$ cat src/rtl/pc_pkg.sv
// Shared definitions for the program-counter generator.
//   pc_state_e       : fetch FSM states (boot, request outstanding, waiting for retire)
//   DefaultResetVec  : default PC after reset
//   DefaultStep      : default sequential increment in bytes
package pc_pkg;

    typedef enum logic [1:0] {
        StBoot = 2'd0,
        StReq  = 2'd1,
        StWait = 2'd2
    } pc_state_e;

    localparam logic [31:0] DefaultResetVec = 32'h8000_0000;
    localparam int unsigned DefaultStep     = 4;

endpackage

$ cat src/rtl/pc_gen.sv
// Program-counter generator with a fetch request handshake.
//   clk              : clock, rising edge
//   rst_n            : asynchronous active-low reset
//   commit_i         : current instruction retires
//   jump_i           : retiring instruction is a taken jump (qualified by commit_i)
//   jump_target_i    : jump target
//   trap_i           : trap taken (not qualified by commit_i)
//   trap_vec_i       : trap handler address
//   mret_i           : retiring instruction is MRET (qualified by commit_i)
//   mepc_i           : MRET return address
//   ifu_req_valid_o  : fetch request valid
//   ifu_req_ready_i  : IFU accepts the request
//   pc_o             : current PC / fetch address
//   redirect_o       : one-cycle pulse after a non-sequential PC load
//   misalign_o       : one-cycle pulse on a misaligned jump target
//   misalign_addr_o  : last misaligned target
module pc_gen
    import pc_pkg::*;
#(
    parameter int unsigned     XLEN      = 32,
    parameter logic [XLEN-1:0] RESET_VEC = XLEN'(DefaultResetVec),
    parameter int unsigned     STEP      = DefaultStep
) (
    input  logic            clk,
    input  logic            rst_n,
    input  logic            commit_i,
    input  logic            jump_i,
    input  logic [XLEN-1:0] jump_target_i,
    input  logic            trap_i,
    input  logic [XLEN-1:0] trap_vec_i,
    input  logic            mret_i,
    input  logic [XLEN-1:0] mepc_i,
    output logic            ifu_req_valid_o,
    input  logic            ifu_req_ready_i,
    output logic [XLEN-1:0] pc_o,
    output logic            redirect_o,
    output logic            misalign_o,
    output logic [XLEN-1:0] misalign_addr_o
);

    // Clears the two low bits of trap/MRET addresses instead of flagging them.
    localparam logic [XLEN-1:0] AlignMask = ~XLEN'(3);

    pc_state_e       state_q, state_d;
    logic [XLEN-1:0] pc_q, pc_d;
    logic            redirect_q, redirect_d;
    logic            misalign_q, misalign_d;
    logic [XLEN-1:0] maddr_q, maddr_d;
    // Set after a misaligned jump: only a trap can leave WAIT until then.
    logic            trap_pend_q, trap_pend_d;

    always_comb begin
        state_d     = state_q;
        pc_d        = pc_q;
        redirect_d  = 1'b0;
        misalign_d  = 1'b0;
        maddr_d     = maddr_q;
        trap_pend_d = trap_pend_q;

        unique case (state_q)
            StBoot: state_d = StReq;
            StReq: begin
                if (ifu_req_ready_i) begin
                    state_d = StWait;
                end
            end
            StWait: begin
                if (trap_i) begin
                    pc_d        = trap_vec_i & AlignMask;
                    redirect_d  = 1'b1;
                    trap_pend_d = 1'b0;
                    state_d     = StReq;
                end else if (commit_i && !trap_pend_q) begin
                    if (mret_i) begin
                        pc_d       = mepc_i & AlignMask;
                        redirect_d = 1'b1;
                        state_d    = StReq;
                    end else if (jump_i) begin
                        if (jump_target_i[1:0] != 2'b00) begin
                            misalign_d  = 1'b1;
                            maddr_d     = jump_target_i;
                            trap_pend_d = 1'b1;
                        end else begin
                            pc_d       = jump_target_i;
                            redirect_d = 1'b1;
                            state_d    = StReq;
                        end
                    end else begin
                        pc_d    = pc_q + XLEN'(STEP);
                        state_d = StReq;
                    end
                end
            end
            default: state_d = StBoot;
        endcase
    end

    always_ff @(posedge clk or negedge rst_n) begin
        if (!rst_n) begin
            state_q     <= StBoot;
            pc_q        <= RESET_VEC;
            redirect_q  <= 1'b0;
            misalign_q  <= 1'b0;
            maddr_q     <= '0;
            trap_pend_q <= 1'b0;
        end else begin
            state_q     <= state_d;
            pc_q        <= pc_d;
            redirect_q  <= redirect_d;
            misalign_q  <= misalign_d;
            maddr_q     <= maddr_d;
            trap_pend_q <= trap_pend_d;
        end
    end

    assign ifu_req_valid_o = (state_q == StReq);
    assign pc_o            = pc_q;
    assign redirect_o      = redirect_q;
    assign misalign_o      = misalign_q;
    assign misalign_addr_o = maddr_q;

endmodule

$ cat config.mk
export PLATFORM = sky130hd
export DESIGN_NAME = pc_gen
export DESIGN_NICKNAME = d
export VERILOG_FILES = /design/src/rtl/pc_pkg.sv /design/src/rtl/pc_gen.sv
export SDC_FILE = /design/constraint.sdc
export NUM_CORES = 1
export LEC_CHECK = 0
export BUFFER_PORTS_ARGS = -buffer_cell sky130_fd_sc_hd__buf_2
export CORE_MARGIN = 4
export CORE_UTILIZATION = 45
export CTS_CLUSTER_DIAMETER = 100
export CTS_CLUSTER_SIZE = 28
export DETAILED_ROUTE_END_ITERATION = 8
export PLACE_DENSITY_LB_ADDON = 0.15
export SYNTH_ARGS = -nofsm -noshare
export SYNTH_HDL_FRONTEND = slang
export SYNTH_SLANG_ARGS = --single-unit
$ cat constraint.sdc
create_clock -name clk -period 2.1 [get_ports clk]
set_clock_uncertainty 0.2 [all_clocks]
set_input_delay 0.42 -clock clk [delete_from_list [all_inputs] [get_ports clk]]
set_output_delay 0.42 -clock clk [all_outputs]
set_load 0.01 [all_outputs]
==> impl_metrics.ini <==
[power_and_ir_drop]
p_leak_nw = 2.78
powerDensity_nw_per_um2 = 1040
power_mw = 5.83
ir_drop_mv = 0.598

[run]
cap_violations = 0

[worst_setup_path]
crit_path_start_kind = flop
worstPathMaxFanout = 6
arrival_ps = 2040
crit_slowest_cell = dfrtp_1
r2r-start = pc_o[2]
r2r-end = pc_o[26]
cp.required_ps = 2150
reg2reg_depth = 6
critPathMaxStageDelay_ps = 450
endpoint_kind = flop
crit_type = flop to flop
rrSetupSlack_ps = 120
path_cells = ha_1, and3_1, and4_4, nand4_1, xor2_1, o31ai_2

[die]
die-height_um = 103
rows = 34
die-area_um2 = 10700
start_util_pct = 46.7
dieWidth_um = 103
core-area_um2 = 8760
io_pins = 170

[synthesis]
synth_area_um2 = 4090
synth_area_leaders = dfrtp_1 42%, mux2_2 8.5%, o21ai_0 5.5%
syn_inst = 431
ys.flop_type = dfrtp_1
synthArstFlopShare_pct = 100
synth_top_area_cell = dfrtp_1
netlist.area_leader.share_pct = 41.6
synth-edff-count = 0
synth_seq_cells = 69
ys_types = 65
ys_seq_area_share_pct = 42.2
yosys_warnings = 0
avgSynthCellArea_um2 = 9.49
syn-num-nets = 535

[routing]
drc = 0
ant_nets = 0
wl_um = 14400
wl_per_cell_um = 19.3
vias = 4344
first_pass_iters = 4
avgViaCountPerCell = 5.83
drt-initial-drc-count = 141

[cells_and_area]
final_nets = 736
final_layout_size_suffix_gt1_share_pct = 45.1
final_area_um2 = 5590
fillCellCount = 789
syn2layout_area_growth_pct = 36.7
instances_no_fill = 745
n_antenna_cell = 0
final_cell_mix = 165 x buf_2, 68 x dfrtp_1, 53 x buf_4, 45 x o21ai_0, 31 x mux2_2
final_common_cell = buf_2

[run_status]
run_status = finished clean

[sta]
drv_slew = 0
max_slew_margin_pct = 58.0
hold_viol = 0
fmax_mhz = 504
setup_violations = 0
layout_min_cycle_time_ps = 1980
worst_pin_slew_ps = 630
fin_crit_sh_pct = 94.5
hold_slack_ps = 48.6

[clocking]
clkTransAtPathRegs_ps = 80
clkLatencyLatePin_ps = 360
cts_root_buf = clkbuf_8
clock_path_buffers = 2
cts_tree = built
cts_max_level = 3
numCtsBuffers = 9
post_cts_buffers = 0
cts_sinks = 69

[global_route]
antenna_found_initial = 0
grt_busiest_layer = met2
grtUsageMet3_pct = 6.30
grt_pass1_wl_um = 21700
grt_max_degree = 34
grt_use_met1_pct = 37.5
grt_pass1_vias = 4073
met2_usage_pct = 41.7
grt_use_total_pct = 27.0
grt_overflow_total = 0

[placement]
placed_cells = 728
globalplace.congestion = 0.897
placed_area_um2 = 5360
dp_hpwl_um = 11400
io_buffers = 165

[min_path]
hold_depth = 2
hp-start = ifu_req_ready_i
hold_path_class = input pin to flop
min_to = state_q[0]
==> logic make-up (layout without fill, tap and decap cells) <==
kind of cell	count (synthesis)	in the layout	share of synthesized area, %
simple gates	126	126	17.4
mux	37	37	10.0
fa+ha+maj	1	1	0.306
compound gates	152	152	24.1
flops	69	69	42.2
buf+inv	42	248	5.11
xor+xnor	4	4	0.856
==> worst max-delay path: cells and delay by family (launching register included) <==
kind                       cells  cell delay (ps)
DFF                            1              450
xor gates and xnor gates       1              170
and+or+nand+nor                3              670
adders and majority gates      1              200
AOI/OAI and AO/OA              1              200
==> worst max-delay path by stage <==
| stage | startpoint | to | slack (ps) | cells past startpoint |
|---|---|---|---|---|
| 3_5_place_dp | mret_i | pc_o[19] | 6 | 8 |
| 5_1_grt | pc_o[2] | pc_o[26] | -1 | 6 |
| 3_3_place_gp | mret_i | pc_o[19] | 60 | 8 |
| 2_1_floorplan | pc_o[2] | pc_o[26] | 180 | 7 |
| 4_1_cts | pc_o[2] | pc_o[29] | 60 | 5 |
| 6_report | pc_o[2] | pc_o[26] | 120 | 6 |
==> synthesized netlist by cell type, types with 8 or more instances <==
library cell / count
buf_2: 19
nand3_1: 17
o21ai_0: 45
a22oi_1: 17
nand2_1: 26
nor2_1: 28
dfrtp_1: 68
o211ai_1: 9
nand4_1: 10
inv_1: 8
o22ai_1: 8
a31oi_1: 9
a21oi_1: 25
mux2_2: 31
==> per-layer routing <==
| metal | up-vias | wire, um |
|---|---|---|
| met4 | 0 | 308 |
| met1 | 2088 | 6220 |
| li1 | 2035 | - |
| met5 | - | 0 |
| met3 | 24 | 1220 |
| met2 | 197 | 6610 |
==> report_power, final <==
group	total, mW	switching [mW]	internal, mW
Combinational	2.35	1.25	1.11
Sequential	2.26	0.438	1.82
Clock	1.22	0.551	0.670
Total	5.83	2.24	3.60
==> stage by stage <==
stage / utilization [%] / setup slack [ps] / setup TNS [ps]
after global routing: 63.8 / -1.38 / -1.38
after global placement: 61.1 / 60.1 / 0
after detailed placement: 61.1 / 6.00 / 0
after CTS: 63.7 / 58.3 / 0
final: 63.8 / 116 / 0
after floorplan: - / 177 / 0
==> flip-flops by register name (all words and copies together), names as in the netlist <==
register         flops
trap_pend_q          1
pc_o                32
redirect_o           1
misalign_o           1
misalign_addr_o     32
state_q              2
==> timing repair <==
action / 4_1_cts / 5_1_grt
hold buffers: 1 / 0
resized for setup: 0 / 4
hold endpoints to repair: 21 / 0
endpoints found under the setup margin: 0 / 5
==> layout make-up <==
class | instances | area, um2 | area share [%]
clock buffers | 10 | 128 | 2.28
multi-input cells | 320 | 2170 | 38.7
flip-flops and latches | 69 | 1730 | 30.9
clock inverters | 6 | 87.6 | 1.57
repair buffers | 223 | 1310 | 23.5
well taps | 108 | 135 | 2.42
inverters | 9 | 33.8 | 0.604
No activity file was read; power rests on OpenSTA's default activity.
